## config.mk

```make
export PLATFORM = sky130hd
export DESIGN_NAME = timekeep_sequencer
export DESIGN_NICKNAME = d
export VERILOG_FILES = /design/src/rtl/timekeep_sequencer_pkg.sv /design/src/rtl/timekeep_sequencer_wrap_inc.sv /design/src/rtl/timekeep_sequencer.sv
export SDC_FILE = /design/constraint.sdc
export NUM_CORES = 1
export LEC_CHECK = 0
export BUFFER_PORTS_ARGS = -buffer_cell sky130_fd_sc_hd__buf_2
export CAP_MARGIN = 10
export CORE_ASPECT_RATIO = 2
export CORE_UTILIZATION = 61
export CTS_BUF_LIST = sky130_fd_sc_hd__clkbuf_4 sky130_fd_sc_hd__clkbuf_8
export DETAILED_ROUTE_END_ITERATION = 7
export GPL_ROUTABILITY_DRIVEN = 0
export PLACE_DENSITY = 0.87
export SYNTH_ARGS = -nofsm -noshare
export SYNTH_HDL_FRONTEND = slang
export SYNTH_SLANG_ARGS = --single-unit
```

## constraint.sdc

```tcl
create_clock -name clk -period 5.5 [get_ports clk]
set_input_delay 1.65 -clock clk [delete_from_list [all_inputs] [get_ports clk]]
set_output_delay 1.65 -clock clk [all_outputs]
set_load 0.03 [all_outputs]
```

## src/rtl/timekeep_sequencer_pkg.sv

```systemverilog
// rtl/timekeep_sequencer_pkg.sv - shared moduli, FSM states and request indices for the timekeeping sequencer
package timekeep_sequencer_pkg;

    localparam int SEC_MAX_DEF     = 60;
    localparam int MIN_MAX_DEF     = 60;
    localparam int HRS_MAX_DEF     = 12;
    localparam int AL_MIN_STEP_DEF = 10;

    typedef enum logic [2:0] {
        ST_IDLE    = 3'd0,
        ST_SEC_INC = 3'd1,
        ST_MIN_INC = 3'd2,
        ST_HRS_INC = 3'd3,
        ST_AL_MIN  = 3'd4,
        ST_AL_HRS  = 3'd5,
        ST_TOGGLE  = 3'd6,
        ST_ALCHK   = 3'd7
    } state_t;

    // Request indices double as priority: lower index wins.
    localparam int REQ_TICK   = 0;
    localparam int REQ_SEC    = 1;
    localparam int REQ_MIN    = 2;
    localparam int REQ_HRS    = 3;
    localparam int REQ_AL_MIN = 4;
    localparam int REQ_TOGGLE = 5;
    localparam int NUM_REQ    = 6;

    // First FSM state entered when a request source is granted.
    function automatic state_t grant_state(input int idx);
        case (idx)
            REQ_TICK:   grant_state = ST_SEC_INC;
            REQ_SEC:    grant_state = ST_SEC_INC;
            REQ_MIN:    grant_state = ST_MIN_INC;
            REQ_HRS:    grant_state = ST_HRS_INC;
            REQ_AL_MIN: grant_state = ST_AL_MIN;
            REQ_TOGGLE: grant_state = ST_TOGGLE;
            default:    grant_state = ST_IDLE;
        endcase
    endfunction

endpackage

```

## src/rtl/timekeep_sequencer_wrap_inc.sv

```systemverilog
// rtl/timekeep_sequencer_wrap_inc.sv - combinational modulo-MAX increment with carry flag
module timekeep_sequencer_wrap_inc #(
    parameter int W   = 6,
    parameter int MAX = 60
) (
    input  logic [W-1:0] value,
    output logic [W-1:0] value_next,
    output logic         carry
);

    localparam logic [W-1:0] LAST = W'(MAX - 1);

    // Carry fires on the last legal value, which wraps straight to zero.
    assign carry      = (value == LAST);
    assign value_next = carry ? '0 : value + W'(1);

endmodule

```

## src/rtl/timekeep_sequencer.sv

```systemverilog
// rtl/timekeep_sequencer.sv - time/alarm register file with queued request arbitration and stepwise carries
module timekeep_sequencer
    import timekeep_sequencer_pkg::*;
#(
    parameter int SEC_MAX     = SEC_MAX_DEF,
    parameter int MIN_MAX     = MIN_MAX_DEF,
    parameter int HRS_MAX     = HRS_MAX_DEF,
    parameter int AL_MIN_STEP = AL_MIN_STEP_DEF
) (
    input  logic       clk,
    input  logic       reset,
    input  logic       tick_1hz,
    input  logic       sec_adj,
    input  logic       min_adj,
    input  logic       hrs_adj,
    input  logic       al_adj,
    input  logic       al_toggle,
    output logic [5:0] seconds,
    output logic [5:0] minutes,
    output logic [3:0] hours,
    output logic [5:0] al_minutes,
    output logic [3:0] al_hours,
    output logic       al_on,
    output logic       alarm,
    output logic       busy
);

    state_t state;
    state_t grant_target;
    logic [NUM_REQ-1:0] req;
    logic [NUM_REQ-1:0] pending;
    logic [NUM_REQ-1:0] grant_vec;

    logic [5:0] sec_next;
    logic [5:0] min_next;
    logic [3:0] hrs_next;
    logic [3:0] al_hrs_next;
    logic       sec_carry;
    logic       min_carry;
    logic       hrs_carry;
    logic       al_hrs_carry;
    logic [6:0] al_sum;
    logic       unused_carry;

    assign req = {al_toggle, al_adj, hrs_adj, min_adj, sec_adj, tick_1hz};

    timekeep_sequencer_wrap_inc #(.W(6), .MAX(SEC_MAX)) u_sec_inc (
        .value(seconds), .value_next(sec_next), .carry(sec_carry)
    );
    timekeep_sequencer_wrap_inc #(.W(6), .MAX(MIN_MAX)) u_min_inc (
        .value(minutes), .value_next(min_next), .carry(min_carry)
    );
    timekeep_sequencer_wrap_inc #(.W(4), .MAX(HRS_MAX)) u_hrs_inc (
        .value(hours), .value_next(hrs_next), .carry(hrs_carry)
    );
    timekeep_sequencer_wrap_inc #(.W(4), .MAX(HRS_MAX)) u_al_hrs_inc (
        .value(al_hours), .value_next(al_hrs_next), .carry(al_hrs_carry)
    );

    // Hour wraps have nothing further to carry into.
    assign unused_carry = hrs_carry | al_hrs_carry;

    // Alarm minutes step by more than one, so the sum is kept one bit wider to detect overflow.
    assign al_sum = {1'b0, al_minutes} + 7'(AL_MIN_STEP);

    // Fixed-priority grant, only offered while the sequencer is idle.
    always_comb begin
        grant_vec    = '0;
        grant_target = ST_IDLE;
        if (state == ST_IDLE) begin
            for (int i = NUM_REQ - 1; i >= 0; i--) begin
                if (pending[i]) begin
                    grant_vec    = '0;
                    grant_vec[i] = 1'b1;
                    grant_target = grant_state(i);
                end
            end
        end
    end

    // Pending bits: set by pulses, cleared on grant; a pulse in the grant cycle wins.
    always_ff @(posedge clk) begin
        if (reset) begin
            pending <= '0;
        end else begin
            pending <= (pending & ~grant_vec) | req;
        end
    end

    // Sequencer: one register write per cycle, carries walked as separate states.
    always_ff @(posedge clk) begin
        if (reset) begin
            state      <= ST_IDLE;
            seconds    <= '0;
            minutes    <= '0;
            hours      <= '0;
            al_minutes <= '0;
            al_hours   <= '0;
            al_on      <= 1'b0;
            alarm      <= 1'b0;
        end else begin
            case (state)
                ST_IDLE: state <= grant_target;
                ST_SEC_INC: begin
                    seconds <= sec_next;
                    state   <= sec_carry ? ST_MIN_INC : ST_ALCHK;
                end
                ST_MIN_INC: begin
                    minutes <= min_next;
                    state   <= min_carry ? ST_HRS_INC : ST_ALCHK;
                end
                ST_HRS_INC: begin
                    hours <= hrs_next;
                    state <= ST_ALCHK;
                end
                ST_AL_MIN: begin
                    if (al_sum >= 7'(MIN_MAX)) begin
                        al_minutes <= 6'(al_sum - 7'(MIN_MAX));
                        state      <= ST_AL_HRS;
                    end else begin
                        al_minutes <= al_sum[5:0];
                        state      <= ST_ALCHK;
                    end
                end
                ST_AL_HRS: begin
                    al_hours <= al_hrs_next;
                    state    <= ST_ALCHK;
                end
                ST_TOGGLE: begin
                    al_on <= ~al_on;
                    if (al_on) begin
                        alarm <= 1'b0;
                        state <= ST_IDLE;
                    end else begin
                        state <= ST_ALCHK;
                    end
                end
                ST_ALCHK: begin
                    if (al_on && hours == al_hours && minutes == al_minutes) begin
                        alarm <= 1'b1;
                    end
                    state <= ST_IDLE;
                end
                default: state <= ST_IDLE;
            endcase
        end
    end

    assign busy = (state != ST_IDLE);

endmodule

```

* Word-level counts from Yosys, hierarchy flattened
Index checks and enable logic that the tools add are counted.
** Operators by class
- Bitwise operators :: 4
- Magnitude comparators :: 1
- Multiplexer cells :: 26
- Equality and inequality tests :: 15
- Add/sub/neg operators :: 6
- Reduce and logical (&&, ||, !) cells :: 7
** Operators with widths (number)
- 6-bit two-way mux :: 10
- 3-bit two-way mux :: 9
- 3-bit one-hot mux with 7 select lines :: 1
- 6-bit by 1-bit adder with 6-bit output, second input constant :: 2
- 3-bit == test, second input constant :: 4
- 6-bit == test, second input constant :: 2
- 4-bit by 1-bit adder with 4-bit output, second input constant :: 2
- 4-bit == test, second input constant :: 2
- 4-bit two-way mux :: 2
- 6-bit by 4-bit adder with 7-bit output, second input constant :: 1
- 7-bit by 6-bit >= comparator with 1-bit output, second input constant :: 1
- 6-bit AND :: 1
- 3-bit by 2-bit == test with 1-bit output, second input constant :: 2
- 6-bit == test :: 1
- 6-bit inverter :: 1
- 6-bit OR :: 1
- 6-bit subtractor, second input constant :: 1
- 4-bit == test :: 1
- 2-bit != test, second input constant :: 2
- 3-bit by 1-bit == test with 1-bit output, second input constant :: 1
- 3-bit zero test :: 1
- 3-bit AND reduction :: 1
- 3-bit nonzero test :: 1
- 1-bit logical AND :: 2
- 6 further kinds :: 7
** Storage, ports and cells
- Bits in registers :: 37
- Input port bits :: 8
- Logic and storage cells :: 68
- Output and inout bits :: 29

* Longest topological paths before layout
Gate-level depths: netlist of the first run.
- Word-level depth :: 10
- Depth in mapped cells :: 8
- Mapped depth without buffers :: 8

* Hierarchy
From an unflattened synthesis of the first run, not the netlist that was laid out.
** Unflattened totals
- Cells, all modules :: 258
- Area total of the unflattened synthesis :: 2145.8 um^2
** Modules (own cells, without submodules)
- timekeep_sequencer :: times used 1, seq. area each 720.7 um^2, area each 1730.4 um^2, cells an instance 198
- timekeep_sequencer_wrap_inc (u_min_inc ...) :: times used 2, seq. area each 0.0 um^2, area each 127.6 um^2, cells an instance 20
- timekeep_sequencer_wrap_inc (u_al_hrs_inc ...) :: times used 2, seq. area each 0.0 um^2, area each 80.1 um^2, cells an instance 10

* Worst setup path before layout of the first run
No wires, ideal clock.
- Path type :: input -> register
- Start :: in reset
- End :: reg al_hours[0]
- Setup time :: 0.128 ns
- Data required time :: 5.372 ns
- Arrival time :: 2.508 ns
- Path buffers :: 3
- Stages on the path :: 4
- Setup slack :: 2.865 ns
- Path through :: clkbuf_1 -> clkbuf_1 -> clkbuf_1 -> nor2_1
** RTL lines
- start: declaration :: RTL line timekeep_sequencer.sv:11 : input logic reset,
- end signal: assignment :: RTL line timekeep_sequencer.sv:126 : al_hours <= al_hrs_next;
- end: declaration :: RTL line timekeep_sequencer.sv:22 : output logic [3:0] al_hours,
No word-level cell between the ends.

* Worst setup path after layout of the first run
- Start :: reg state[0]
- End :: out busy
** On the way
- Word-level cells in the longest chain between the ends :: 1
** Ends and longest elaborated chain
- start: declaration :: RTL line timekeep_sequencer.sv:28 : state_t state;
- start signal: assignment :: RTL line timekeep_sequencer.sv:103 : ST_IDLE: state <= grant_target;
- start signal: assignment :: RTL line timekeep_sequencer.sv:106 : state <= sec_carry ? ST_MIN_INC : ST_ALCHK;
- start signal: assignment :: RTL line timekeep_sequencer.sv:110 : state <= min_carry ? ST_HRS_INC : ST_ALCHK;
- 3-bit nonzero test :: RTL line timekeep_sequencer.sv:149 : assign busy = (state != ST_IDLE);
- end: declaration :: RTL line timekeep_sequencer.sv:25 : output logic busy
No other way between the ends.

==> results of run 1 <==
-- routing by layer --
metal / track usage / part of all wire / up-vias
li1: - / - / 930
met1: 0.259 / 0.38 / 883
met2: 0.519 / 0.57 / 34
met3: 0.0478 / 0.028 / 8
met4: 0.138 / 0.026 / 0
met5: 0 / 0 / -
-- power by group through the flow --
stage,logic (mW),registers [mW],clock network (mW)
CTS,0.0998,0.296,0.205
floorplan,0.0724,0.305,0
detailed placement,0.0986,0.302,0
global route,0.110,0.301,0.218
finish,0.0993,0.297,0.203
global placement,0.0968,0.301,0
-- cells by family (layout without fill, tap and decap cells) --
logic type	after synthesis	in the layout	synth area share
xor+xnor	14	14	0.0626
other cells	1	1	0.00191
fa+ha+maj	8	8	0.0498
buf+inv	25	54	0.0504
compound gates	68	68	0.216
simple gates	87	87	0.231
mux	4	4	0.0211
flops	36	36	0.368
-- state kept, by name (all words and copies together), names as in the netlist --
name / cells
al_hours: 4
al_minutes: 5
al_on: 1
alarm: 1
hours: 4
minutes: 6
pending: 6
seconds: 6
state: 3
-- layout by cell type, fill, tap and decap left out, drive strengths merged, types with 2 or more instances in the layout --
cell type | synthesis | routed
dfxtp | 36 | 36
buf | 2 | 35
a21oi | 24 | 24
nor2 | 23 | 23
nand2 | 20 | 20
o21ai | 17 | 17
inv | 11 | 11
xnor2 | 9 | 9
nor3 | 7 | 7
ha | 7 | 7
clkbuf | 12 | 7
or3 | 7 | 7
xor2 | 5 | 5
a311oi | 5 | 5
nand3 | 4 | 4
nor3b | 4 | 4
nand4 | 4 | 4
a31oi | 4 | 4
nor2b | 3 | 3
mux2i | 3 | 3
nand3b | 3 | 3
or4 | 3 | 3
and2 | 3 | 3
or2 | 2 | 2
o211ai | 2 | 2
a211oi | 2 | 2
o21bai | 2 | 2
a41oi | 2 | 2
-- final cells by class --
type                            instances  area share
Clock inverter                          1     0.00339
Timing Repair Buffer                   35      0.0792
Multi-Input combinational cell        182       0.515
Tap cell                               30      0.0170
Sequential cell                        36       0.326
Clock buffer                            7      0.0407
Inverter                               11      0.0187
-- worst max-delay path: stages (launching register included) --
cell                      delay (ns)
sky130_fd_sc_hd__dfxtp_1        0.43
sky130_fd_sc_hd__or3_4          0.44
sky130_fd_sc_hd__buf_2          0.19
-- worst max-delay path by stage --
stage | from | endpoint | slack (ns) | cells after the start
after floorplan | reset | al_hours[0] | 2.86 | 4
after global placement | reset | al_minutes[2] | 2.79 | 3
after detailed placement | reset | al_minutes[2] | 2.75 | 3
after CTS | state[2] | busy | 2.50 | 2
after global routing | state[2] | busy | 2.42 | 2
final | state[0] | busy | 2.50 | 2
==> results.md, run 1 <==
- The flow ran to the end, and the final reports show no timing, DRC or antenna violations.
- Pin placement for this block handled 37 I/O pins.
- The first detailed-routing pass took 4 iterations.
- The total power consumption of the routed design is 599 µW.
- The max-slew headroom at the worst pin is 0.465.
- Entering global routing, the biggest net connects 37 pins.
- The async set-or-reset flop fraction in the synthesized netlist is 0.
- The number of global-route vias before repair came to 1708.
- The worst ir drop on vdd is 0.258 mV.
- The worst-case reg-to-reg path depth is 7.
- The mean cell area of the mapped netlist is 8.06 µm².
- The most common flop cell mapped by yosys is sky130_fd_sc_hd__dfxtp_1.
- The worst setup path is captured at a primary output.
- The count of yosys warnings during synthesis is 0.
- In this run, synthesis inferred 0 flip-flops with an integrated enable.
- The wire length per cell is 14.3 µm.
- The switching power is 181 µW.
- The arrival time of the worst setup path is 1.35 ns.
- The switching power share of the total is 0.301.
- Across the run, the number of max-cap violations was 0.
- Of the post-synthesis cell area, the dominant cell type holds 0.368.
- The worst hold-check slack is 0.501 ns.
- Once detail routing completed, the nets flagged for antenna violations numbered 0.
- The post-place instance area is 2110 µm².
- After detailed routing, the number of remaining DRC violations is 0.
- The critical path startpoint category is a register.
- The core region is 3010 µm².
- Summed over all cells, the static leakage comes to 0.911 nW.
- The H-tree was split into 2 levels.
- The worst hold path begins at pending[5].
- The worst register-to-register path begins at al_minutes[2].
- In the finished design, the share of the clock period the worst path needs comes to 0.546.
- The combined area of all synthesized cells is 1960 µm².
- After detailed routing, the number of vias per cell comes to 6.14.
- The die is 82.2 µm tall.
- The worst register-to-register path ends at al_minutes[4].
- Between clock sinks in the finished design, the worst skew comes to 0.00940 ns.
- The worst hold path passes through 2 cells.
- The number of distinct library cell variants in the gate-level netlist after synthesis is 48.
- The latest clock arrival within the worst-skew pair is 0.30 ns.
- The global-route congestion overflow total is 0.
- The number of instances resized during post-cts repair is 0.
- Synthesis handed over a netlist of 243 instances.
- The area of combinational cells with multiple inputs is 1140 µm².
- The violation count after the first detailed-routing iteration is 53.
- The final number of max-transition violations is 0.
- Of the total power, combinational logic draws 0.166.
- The share of total power dissipated in sequential elements is 0.495.
- The half-perimeter wire length after placement is 3.09 mm.
- Across all register-to-register paths, the minimum setup slack is 3.11 ns.
- Input and output buffers added on the ports amount to 35.
- The shortest period the worst path allows is 3.00 ns.
- The post-route standard cell area excluding fillers is 2210 µm².
- The storage element area is 721 µm².
- For this run, the post-layout net count is 286.
- Of the total power, the clock network draws 0.339.
- Setup violations remaining at the end of the flow were counted as 0.
- The number of antenna violations at the first check in global routing is 0.
- STA puts the critical path data required time at 3.85 ns.
- The total internal power is 419 µW.
- The worst hold path belongs to the class reg -> reg.
- For the final routed database, the setup TNS stands at 0 ns.
- The commonest cells after synthesis are sky130_fd_sc_hd__dfxtp_1 (36), sky130_fd_sc_hd__a21oi_1 (24), sky130_fd_sc_hd__nor2_1 (23).
- The starting density of the core is 0.650.
- By area the synthesized netlist is led by sky130_fd_sc_hd__dfxtp_1 (37%), sky130_fd_sc_hd__a21oi_1 (6.1%), sky130_fd_sc_hd__ha_1 (4.5%).
- From synthesis to final layout, the design area changed by 12.9%.
- The path with the worst hold slack has its endpoint at pending[5].
- The classification of the worst setup path is reg -> out.
- Fill cells in the final layout number 251.
- The number of standard cells in the layout, taps in and fillers out is 302.
- The most frequently used cell type in the post-synthesis netlist is sky130_fd_sc_hd__dfxtp_1.
- Summed over all instances, the cell type with the most area after synthesis is sky130_fd_sc_hd__dfxtp_1.
- The first global-routing pass estimated 7.11 mm of wire.
- Setup repair after global routing left no endpoint under its margin.
- The utilization after layout is 0.734.
- The sequential fraction of the synthesis area is 0.368.
- The repair_antennas step left the layout with diodes totalling 0.
- In the final layout, the share of cells above drive strength 1 is 0.188.
- For this design the ratio of total power to cell area is 271 nW/µm².
- The detailed router placed 1855 vias in this run.
- The clock root buffer is sky130_fd_sc_hd__clkbuf_8.
- The number of synthesized register bits is 36.
- The highest net fanout along the worst path is 14.
- Counting tap cells, the placed design contains a total of 294 instances.
- Across every metal layer, demand over resource in global routing totals 0.266.
- The clock passes through at most 2 buffers.
- The count of final hold-check violations was 0.
- After clock tree synthesis, the flow added hold-fix buffers numbering 0.
- The clock drives 36 sinks.
- Row generation in the floorplan step produced 28 rows.
- Clock-pin slew was measured on the worst setup and hold paths at 0.07 ns.
- The final worst slack is 2.50 ns.
- The floorplan step set the die width to 42.1 µm.
- The CTS tree is built.
- Derived from the worst setup path, the maximum achievable clock frequency is 333 MHz.
- After clock tree synthesis, the setup repair step added 0 buffers.
- The pre-CTS worst setup slack is 2.75 ns.
- The measured slew at the worst slew-check pin is 0.801 ns.
- The die covers 3460 µm².
- Counting the buffers created by CTS gives 5.
- The post-synth net total is 258.
- Wires add up to 4.32 mm.
(Power assumes the default switching activity.)
==> run 2, diff against run 1 <==
--- a/config.mk
+++ b/config.mk
@@ -8,11 +8,11 @@
 export BUFFER_PORTS_ARGS = -buffer_cell sky130_fd_sc_hd__buf_2
 export CAP_MARGIN = 10
 export CORE_ASPECT_RATIO = 2
-export CORE_UTILIZATION = 61
+export CORE_UTILIZATION = 52
 export CTS_BUF_LIST = sky130_fd_sc_hd__clkbuf_4 sky130_fd_sc_hd__clkbuf_8
 export DETAILED_ROUTE_END_ITERATION = 7
 export GPL_ROUTABILITY_DRIVEN = 0
-export PLACE_DENSITY = 0.87
+export PLACE_DENSITY = 0.79
 export SYNTH_ARGS = -nofsm -noshare
 export SYNTH_HDL_FRONTEND = slang
 export SYNTH_SLANG_ARGS = --single-unit
==> constraint.sdc (replaced) <==
create_clock -name clk -period 2.6 [get_ports clk]
set_input_delay 0.78 -clock clk [delete_from_list [all_inputs] [get_ports clk]]
set_output_delay 0.78 -clock clk [all_outputs]
set_load 0.03 [all_outputs]
==> results.md, run 2 (same netlist as run 1, synthesis figures left out) <==
- Of the total power, combinational logic draws 0.146.
- The global-route congestion overflow total is 0.
- The count of final hold-check violations is 0.
- For the pin with the worst max-slew slack, the measured transition is 0.476 ns.
- The largest registers in the layout are minutes (6), pending (6), seconds (6).
- Post-CTS repair changed the size of 0 cells.
- The sequential share of power is 0.407.
- The shortest period the worst path allows is 2.29 ns.
- The critical path required time is 2.78 ns.
- The number of nets in the layout is 290.
- The post-route standard cell area excluding fillers is 2330 µm².
- The number of vias after detailed routing is 1851.
- Compared with the post-synthesis result, the final layout area differs by 18.8%.
- TritonCTS built the clock tree.
- CTS built an H-tree with a depth of 2.
- Of the total power, the clock network draws 0.448.
- The final number of max-transition violations is 0.
- The worst hold-check slack is 0.486 ns.
- The run finished with clean final reports.
- The launch point of the critical path is al_minutes[2].
- The switching power is 387 µW.
- For this block, the routed nets add up to 4.24 mm of wire.
- Max-cap violations in this run came to 0.
- In the final routed layout, each cell accounts on average for 13.0 µm.
- The arrival time of the worst setup path is 2.48 ns.
- The latest clock arrival within the worst-skew pair is 0.30 ns.
- The library cell used most frequently in the layout, excluding fill and tap cells, is sky130_fd_sc_hd__dfxtp_1.
- The first global-routing pass estimated 6.75 mm of wire.
- The library cells used most frequently in the layout, excluding fill and tap cells, are sky130_fd_sc_hd__dfxtp_1 (36), sky130_fd_sc_hd__buf_2 (35), sky130_fd_sc_hd__a21oi_1 (24).
- Fill cells in the final layout number 338.
- The core area is 3610 µm².
- The vertical die dimension is 88.8 µm.
- In this run the post-CTS setup repair buffer count came out at 0.
- The number of antenna violations at the first check in global routing came to 0.
- Clock-pin slew was measured on the worst setup and hold paths at 0.07 ns.
- The top-level port count is 37.
- The violation count after the first detailed-routing iteration is 36.
- The clock root buffer is sky130_fd_sc_hd__clkbuf_8.
- The worst ir drop on vdd is 0.557 mV.
- The final worst slack is 0.308 ns.
- Derived from the worst setup path, the maximum achievable clock frequency is 436 MHz.
- The max-slew headroom at the worst pin is 0.675.
- Hold repair after CTS inserted 0 buffers.
- The width of the die is 45.4 µm.
- The critical path startpoint category is a register.
- The cell count after placement is 317.
- The all-layer global routing usage is 0.230.
- Clock skew on the completed layout was measured at 0.00627 ns.
- The floorplan has 31 rows.
- The largest net degree at the start of global routing is 22.
- The startpoint identified for the worst hold timing path is pending[1].
- The number of standard cells in the layout, taps in and fillers out is 325.
- Setup violations remaining at the end of the flow were counted as 0.
- Summed over all failing endpoints, the final setup total negative slack is 0 ns.
- The number of antenna diodes in the final layout is 0.
- Setup repair after global routing left no endpoint under its margin.
- The pre-CTS worst setup slack is 0.348 ns.
- The mean number of vias per cell is 5.70.
- The clock buffer count from CTS is 5.
- In the finished design, the share of the clock period the worst path needs comes to 0.882.
- The floorplan step defined a die boundary enclosing 4030 µm².
- The starting density of the core is 0.543.
- Of the cells placed in the final design, the portion with a size suffix greater than 1 is 0.199.
- Power comes to 1.53 mW.
- For this design the static power due to leakage is 0.962 nW.
- For this run, design rule violations remaining after detail routing come to 0.
- The tightest min-delay check is of the reg -> reg type.
- Counting instances, the worst hold path has a depth of 2.
- The type of destination of the critical path is a register.
- Measured in cells, the most critical reg-to-reg path has a length of 7.
- The clock sink count is 36.
- The half-perimeter wire length after placement is 3.08 mm.
- The utilization after layout is 0.645.
- The highest net fanout along the worst path is 6.
- The internal portion of the total power is 1.15 mW.
- The critical path is of the reg -> reg type.
- In this run the cell area measured after placement is 2170 µm².
- The number of global-route vias before repair is 1578.
- The critical register-to-register path startpoint is al_minutes[2].
- The number of port buffers is 35.
- The switching power share of the total is 0.252.
- The power per cell area is 659 nW/µm².
- The number of nets with antenna violations after routing is 0.
- The pre-antenna-repair detailed-routing pass consisted of 4 iterations.
- The number of buffers on the longest clock path is 2.
==> run 2: changes by cell type in the layout (fill, tap and decap cells not counted) <==
cell | before | now
sky130_fd_sc_hd__buf_4 | 0 | 4
sky130_fd_sc_hd__bufinv_16 | 0 | 3
sky130_fd_sc_hd__clkbuf_4 | 1 | 0
sky130_fd_sc_hd__clkbuf_8 | 6 | 5
sky130_fd_sc_hd__clkinvlp_4 | 1 | 0
==> run 2: path summary, 6_finish.rpt <==
check | endpoint | slack (ns)
worst max-delay path | al_minutes[4] | 0.31
worst min-delay path | pending[1] | 0.49
worst max register to register | al_minutes[4] | 0.31
worst min register to register | pending[1] | 0.49
==> run 2: power by group through the flow <==
stage	combinational, mW	clock, mW	sequential (mW)
after floorplan	0.153	0	0.645
after global placement	0.220	0	0.633
after detailed placement	0.222	0	0.635
after CTS	0.224	0.695	0.623
after global routing	0.245	0.722	0.629
final	0.223	0.686	0.623
==> run 2: metal layers <==
metal | global-route usage | share of wire
met5 | 0 | 0
met4 | 0.116 | 0.025
met3 | 0.0510 | 0.029
met2 | 0.418 | 0.56
met1 | 0.229 | 0.39
==> run 2: final cells by class <==
type,instances,area [µm²],share of cell area
Sequential cell,36,721,0.310
Clock buffer,5,68.8,0.0296
Inverter,11,41.3,0.0177
Clock inverter,3,90.1,0.0387
Multi-Input combinational cell,182,1140,0.490
Timing Repair Buffer,39,205,0.0882
Tap cell,49,61.3,0.0263
==> run 2: critical path: stages, from the launching register on <==
cell and delay [ns]:
sky130_fd_sc_hd__dfxtp_1 0.43, sky130_fd_sc_hd__inv_1 0.08, sky130_fd_sc_hd__ha_1 0.33, sky130_fd_sc_hd__nand2b_1 0.18, sky130_fd_sc_hd__a22oi_1 0.13, sky130_fd_sc_hd__or4_1 0.48, sky130_fd_sc_hd__a31oi_1 0.20, sky130_fd_sc_hd__mux2_2 0.35
